==> config.mk <==
export PLATFORM = sky130hd
export DESIGN_NAME = fetch_unit
export DESIGN_NICKNAME = d
export VERILOG_FILES = /design/src/rtl/fetch_unit_pkg.sv /design/src/rtl/fetch_unit_instr_decode.sv /design/src/rtl/fetch_unit.sv
export SDC_FILE = /design/constraint.sdc
export NUM_CORES = 1
export LEC_CHECK = 0
export CAP_MARGIN = 20
export CORE_MARGIN = 4
export CORE_UTILIZATION = 30
export CTS_CLUSTER_DIAMETER = 30
export CTS_CLUSTER_SIZE = 12
export DETAILED_ROUTE_END_ITERATION = 12
export GPL_TIMING_DRIVEN = 0
export PLACE_DENSITY = 0.65
export SETUP_SLACK_MARGIN = 0.5
export SYNTH_ARGS = -nofsm -noshare
export SYNTH_HDL_FRONTEND = slang
export SYNTH_HIERARCHICAL = 1
export SYNTH_SLANG_ARGS = --single-unit
==> constraint.sdc <==
create_clock -name clk -period 1.4 [get_ports clk]
set_input_delay 0.14 -clock clk [delete_from_list [all_inputs] [get_ports clk]]
set_output_delay 0.14 -clock clk [all_outputs]
set_load 0.005 [all_outputs]
==> src/rtl/fetch_unit_pkg.sv <==
// rtl/fetch_unit_pkg.sv - shared word width, instruction field positions and reset PC
package fetch_unit_pkg;

  localparam int WORD_SIZE = 16;

  localparam int OPCODE_HI = 15;
  localparam int OPCODE_LO = 12;
  localparam int RS_HI     = 11;
  localparam int RS_LO     = 10;
  localparam int RT_HI     = 9;
  localparam int RT_LO     = 8;
  localparam int RD_HI     = 7;
  localparam int RD_LO     = 6;
  localparam int FUNC_HI   = 5;
  localparam int FUNC_LO   = 0;
  localparam int IMM_HI    = 7;
  localparam int IMM_LO    = 0;
  localparam int TARGET_HI = 11;
  localparam int TARGET_LO = 0;

  localparam logic [WORD_SIZE-1:0] RESET_PC_DEFAULT = 16'h0000;

endpackage

==> src/rtl/fetch_unit_instr_decode.sv <==
// rtl/fetch_unit_instr_decode.sv - combinational instruction field decode
module instr_decode
  import fetch_unit_pkg::*;
(
  input  logic [WORD_SIZE-1:0] instr,
  output logic [3:0]           opcode,
  output logic [1:0]           rs,
  output logic [1:0]           rt,
  output logic [1:0]           rd,
  output logic [5:0]           func,
  output logic [WORD_SIZE-1:0] imm,
  output logic [11:0]          target
);

  assign opcode = instr[OPCODE_HI:OPCODE_LO];
  assign rs     = instr[RS_HI:RS_LO];
  assign rt     = instr[RT_HI:RT_LO];
  assign rd     = instr[RD_HI:RD_LO];
  assign func   = instr[FUNC_HI:FUNC_LO];
  // 8-bit immediate, sign-extended to a full word
  assign imm    = {{(WORD_SIZE-8){instr[IMM_HI]}}, instr[IMM_HI:IMM_LO]};
  assign target = instr[TARGET_HI:TARGET_LO];

endmodule

==> src/rtl/fetch_unit.sv <==
// rtl/fetch_unit.sv - PC, instruction-memory read handshake and instruction register
module fetch_unit
  import fetch_unit_pkg::*;
#(
  parameter logic [15:0] RESET_PC = RESET_PC_DEFAULT
) (
  input  logic        clk,
  input  logic        reset,
  output logic        readM,
  output logic [15:0] address,
  input  logic [15:0] data,
  input  logic        inputReady,
  output logic        instr_valid,
  input  logic        instr_ack,
  input  logic        redirect,
  input  logic [15:0] redirect_pc,
  output logic [15:0] instr,
  output logic [3:0]  opcode,
  output logic [1:0]  rs,
  output logic [1:0]  rt,
  output logic [1:0]  rd,
  output logic [5:0]  func,
  output logic [15:0] imm,
  output logic [11:0] target,
  output logic [15:0] pc,
  output logic [15:0] num_inst
);

  typedef enum logic [1:0] {
    IDLE  = 2'd0,
    FETCH = 2'd1,
    HOLD  = 2'd2
  } state_t;

  state_t      state, state_next;
  logic [15:0] fetch_pc;

  always_ff @(posedge clk) begin
    if (reset) state <= IDLE;
    else       state <= state_next;
  end

  // Redirect overrides any handshake completing in the same cycle
  always_comb begin
    state_next = state;
    if (redirect) begin
      state_next = IDLE;
    end else begin
      case (state)
        IDLE:    state_next = FETCH;
        FETCH:   if (inputReady) state_next = HOLD;
        HOLD:    if (instr_ack)  state_next = FETCH;
        default: state_next = IDLE;
      endcase
    end
  end

  always_ff @(posedge clk) begin
    if (reset) begin
      fetch_pc <= RESET_PC;
      pc       <= 16'h0000;
      instr    <= 16'h0000;
      num_inst <= 16'h0000;
    end else if (redirect) begin
      fetch_pc <= redirect_pc;
    end else if (state == FETCH && inputReady) begin
      instr <= data;
      pc    <= fetch_pc;
    end else if (state == HOLD && instr_ack) begin
      fetch_pc <= pc + 16'd1;
      num_inst <= num_inst + 16'd1;
    end
  end

  assign readM       = (state == FETCH);
  assign address     = fetch_pc;
  assign instr_valid = (state == HOLD);

  instr_decode u_decode (
    .instr  (instr),
    .opcode (opcode),
    .rs     (rs),
    .rt     (rt),
    .rd     (rd),
    .func   (func),
    .imm    (imm),
    .target (target)
  );

endmodule
* After elaboration in Yosys (flattened, before gate mapping) *
Index checks and enable logic that the tools add are counted.

operators by class
  mux-type cells = 6
  add/subtract/negate cells = 2
  equality and inequality tests = 5
  reductions and logical operators = 9
  bitwise logic cells = 2

operator list
  operator                 number
  $mux W16                 3
  $add A16 B1 Y16 const B  2
  $pmux W2 S3              1
  $reduce_and A2 Y1        3
  $mux W2                  2
  $ne A2 B1 Y1 const B     2
  $reduce_and A3 Y1        1
  $eq A2 B1 Y1 const B     1
  $eq A2 B2 Y1 const B     1
  $logic_and A1 B1 Y1      2
  $logic_not A2 Y1         1
  $ne A2 B2 Y1 const B     1
  $not A1 Y1               2
  $reduce_bool A2 Y1       1
  $reduce_or A2 Y1         1

storage, ports and cells
  logic and storage cells = 29
  output and inout bits = 110
  bits of input ports = 37
  register bits after elaboration = 66

* Logic depth before layout (Yosys ltp) *
  depth in word-level cells = 5
  depth in mapped cells = 7
  depth with buffers taken out = 6

* Cells and area by module *
Netlist, hierarchy kept.

modules (own cells, without submodules)
  module        times used  area an instance (um^2)  cells an instance  sequential area each (um^2)
  fetch_unit    1           2,827.7                  360                1,321.3
  instr_decode  1           330.3                    44                 0.0

* Least setup slack after synthesis *
OpenSTA, ideal clock, no wires.

  path kind = flip-flop to flip-flop
  from = register pc[0]
  to = register fetch_pc[14], in the netlist address[14]
  path buffers = 0
  period minus slack after synthesis = 1.584 ns
  setup time = 0.128 ns
  cell stages (with the launch flop) = 7
  arrival = 1.456 ns
  setup slack = -0.184 ns
  required time = 1.272 ns
  cell sequence = dfxtp_1 ha_1 nand3_1 nor4_1 xor2_1 a221oi_1 nor2_1

on the way
  word-level cells in the longest chain between the ends = 4

RTL lines
  item                      line              RTL
  start: declaration        fetch_unit.sv:25  output logic [15:0] pc,
  start signal: assignment  fetch_unit.sv:68  pc <= fetch_pc;
  $add A16 B1 Y16           fetch_unit.sv:70  fetch_pc <= pc + 16'd1;
  $mux W16                  fetch_unit.sv:69  end else if (state == HOLD && instr_ack) begin
  $mux W16                  fetch_unit.sv:66  end else if (state == FETCH && inputReady) begin
  $mux W16                  fetch_unit.sv:64  end else if (redirect) begin
  end signal: assignment    fetch_unit.sv:65  fetch_pc <= redirect_pc;
  end signal: assignment    fetch_unit.sv:70
  end: declaration          fetch_unit.sv:36  logic [15:0] fetch_pc;

Every way passes these cells. The select of a mux whose other input is x is not followed.
A chain may end at the register's enable or synchronous reset.

* Worst setup path in the final report *
  from = register state[1]
  to = register num_inst[13]

on the way
  word-level cells in the longest chain between the ends = 4
  elaborated cells between the ends (all ways) = 6
  classes of those cells = eq/ne: 2; bitwise: 1; reduce/logical: 3

RTL lines
  item                             line              RTL
  start: declaration               fetch_unit.sv:35  state_t state, state_next;
  start signal: assignment         fetch_unit.sv:40  else state <= state_next;
  $eq A2 B1 Y1                     fetch_unit.sv:66
  $logic_and A1 B1 Y1              fetch_unit.sv:66
  $not A1 Y1 (no line)             n/a
  $reduce_and A3 Y1 (no line) (*)  n/a
  end signal: assignment           fetch_unit.sv:71  num_inst <= num_inst + 16'd1;
  end: declaration                 fetch_unit.sv:26  output logic [15:0] num_inst

Mark *: on every way between the ends. The rest lies on a longest branch, timed or not.

==> flow_summary.yaml <==
final_layout:
  fin_area_um2: 7677
  final_cell_mix: "235 x buf_6, 72 x buf_4, 58 x nand2_1"
  drive_above_1_share_pct: 69.92
  layout_commonest_cell: "buf_6"
  fillCellCount: 635
  diodes: 0
  area_growth_pct: 143.1
  fin_nets: 762
min_path:
  holdPathStages: 3
  min_path_type: "in2reg"
  hold_end: "address[4]"
  min_from: "redirect_pc[4]"
logic_synthesis:
  yosysSeqAreaShare_pct: 41.84
  syn-cell-area_um2: 3158
  ys_types: 37
  synthesis.instances: 404
  synth_warnings: 6
  synthesis.nets: 443
  ys_ff_latch: 66
  syn_avg_cell_area_um2: 7.817
clock_network:
  root_buffer: "clkbuf_8"
  cts_buffer_depth: 2
  clkSinkCount: 66
  clk_pin_slew_ns: 0.08
  h-tree-depth: 3
  cts_made_buffers: 9
  cts_tree: "yes"
  clk_latency_ns: 0.36
pwr:
  p_total_uw: 4277
  p_per_area_nw_per_um2: 557.1
  ir_worst_vdd_mv: 0.3776
  leakage_uw: 0.003384
detailed_routing:
  drt_wl_total_um: 15350
  wl_met2_um: 7675
  ant_nets: 0
  drt-initial-drc-count: 218
  drc: 0
  route.met3.wl_um: 876
  via_per_inst: 4.811
  via_count: 4157
  top_layer: "met4"
  wl_per_cell_um: 17.76
  dr.pass1.iters: 4
  wl_met1_um: 6407
sta:
  tns_ns: -1.345
  worstMarginPinSlew_ns: 0.6569
  fin_worst_hold_slack_ns: 0.3371
  hold_viol: 0
  setup_violations: 44
  fin_crit_ns: 1.515
  finalCritPeriodShare_pct: 108.2
  max_slew_margin_pct: 56.21
  clock.fmax_mhz: 660.0
  skew_ns: 0.01387
  finalMaxSlewViolations: 0
  rsz0062_at_grt: "yes"
  fin_ws_ns: -0.1151
critical_path:
  cp_max_fo: 5
  start_kind: "flip-flop"
  reg2regPathDepth: 6
  cp.required_ns: 1.68
  timing.rr.end: "num_inst[13]"
  cp-end-kind: "flip-flop"
  r2r_start: "state[1]"
  reg2reg_slack_ns: -0.12
  worst-setup-path-type: "reg2reg"
  arrival_ns: 1.80
die:
  dieHeight_um: 110.6
  start_util_pct: 30.73
  die_w_um: 110.6
  dieArea_um2: 12230
  ios: 147
  core_um2: 10280
  num_rows: 37
placed_design:
  place_hpwl_um: 7717
  placed_cell_area_um2: 4986
  place.gp.congestion: 0.7844
  dp_slack_ns: -0.5685
  portBuffers: 146
global_routing:
  grt_pass1_wl_um: 21270
  antenna_found_initial: 0
  grt_pass1_vias: 4035
  grt_max_degree: 12
  gr-usage-all-layers_pct: 21.59
  grt-ovfl-total: 0
outcome:
  status: "finished with violations"
  failed_checks: "negative setup slack"
run:
  maxCapViolCount: 0
==> state kept, by name (all words and copies together), names as in the netlist <==
| signal | count |
|---|---|
| address | 16 |
| instr | 16 |
| num_inst | 16 |
| pc | 16 |
| state | 2 |
==> metal layers <==
metal  track usage (%)  vias to the layer above
met3             4.767                       32
li1                  -                     1951
met5                 0                        -
met2             37.42                      188
met1             26.51                     1986
met4             6.897                        0
==> repair_timing <==
action	4_1_cts	5_1_grt
resized for setup	758	125
endpoints found under the setup margin	176	176
buffers inserted	124	34
cloned	0	4
pin swaps	33	38
hold buffers	0	0
==> worst max-delay path by stage <==
stage,start,endpoint,slack [ns],cells after the start
floorplan,pc[9],address[14],-0.003,5
global placement,redirect,address[14],-0.56,6
detailed placement,redirect,address[14],-0.57,6
CTS,state[0],num_inst[13],-0.1,5
global route,state[1],num_inst[13],-0.17,6
finish,state[1],num_inst[13],-0.12,6
==> Yosys cell counts (all sizes together) <==
master | number | share of area, %
or3 | 3 | 0.59
o22ai | 4 | 0.79
nor4 | 3 | 0.59
and3 | 6 | 1.4
buf | 49 | 11
xnor2 | 9 | 2.5
a31oi | 1 | 0.20
a21oi | 43 | 6.8
mux2i | 1 | 0.32
and4bb | 1 | 0.40
nand2 | 88 | 10
nor2b | 1 | 0.20
clkbuf | 18 | 2.1
xor2 | 18 | 5.0
dfxtp | 66 | 42
nand4 | 6 | 1.2
or2 | 1 | 0.20
nor4b | 1 | 0.28
nand3b | 1 | 0.24
and3b | 1 | 0.28
nor2 | 43 | 5.1
a211oi | 1 | 0.24
nor3 | 4 | 0.63
ha | 2 | 0.79
a2bb2oi | 1 | 0.28
o32ai | 3 | 0.83
nor3b | 1 | 0.24
o21ai | 5 | 0.79
a221oi | 5 | 1.4
nand3 | 10 | 1.7
inv | 6 | 0.71
and4 | 2 | 0.55
==> power breakdown <==
| group | leakage (uW) | switching, uW | internal (uW) |
|---|---|---|---|
| clock | 0.0000974 | 741 | 868 |
| combinational | 0.00271 | 293 | 460 |
| sequential | 0.000576 | 41.6 | 1870 |
| total | 0.00338 | 1080 | 3200 |
==> worst max-delay path, stage by stage (launching register included) <==
cell and delay [ns]:
dfxtp_2 0.32, buf_6 0.11, and4bb_1 0.24, and3_4 0.22
nand3_4 0.09, or3_1 0.34, a21oi_2 0.12
==> kinds of logic after synthesis <==
family / after synthesis / share of synthesized area (%)
compound gates: 63 / 11.33
xor+xnor: 27 / 7.488
fa+ha+maj: 2 / 0.7923
buf+inv: 73 / 14.14
flops: 66 / 41.84
mux: 1 / 0.3170
simple gates: 172 / 24.09
==> stage by stage <==
| step | std cells | utilization [%] |
|---|---|---|
| 6_report | 864 | 74.70 |
| 3_3_place_gp | 686 | 48.51 |
| 2_1_floorplan | 404 | - |
| 3_5_place_dp | 686 | 48.51 |
| 5_1_grt | 864 | 74.70 |
| 4_1_cts | 826 | 66.86 |
==> final cells by class <==
cell class / instances / area, um2 / area share [%]
Timing Repair Buffer: 308 / 3181 / 41.43
Multi-Input combinational cell: 265 / 1919 / 25.00
Sequential cell: 66 / 1484 / 19.33
Buffer: 67 / 709.4 / 9.241
Tap cell: 136 / 170.2 / 2.216
Clock buffer: 13 / 148.9 / 1.939
Clock inverter: 3 / 40.04 / 0.5215
Inverter: 6 / 25.02 / 0.3259
No activity file was read; power rests on OpenSTA's default activity.
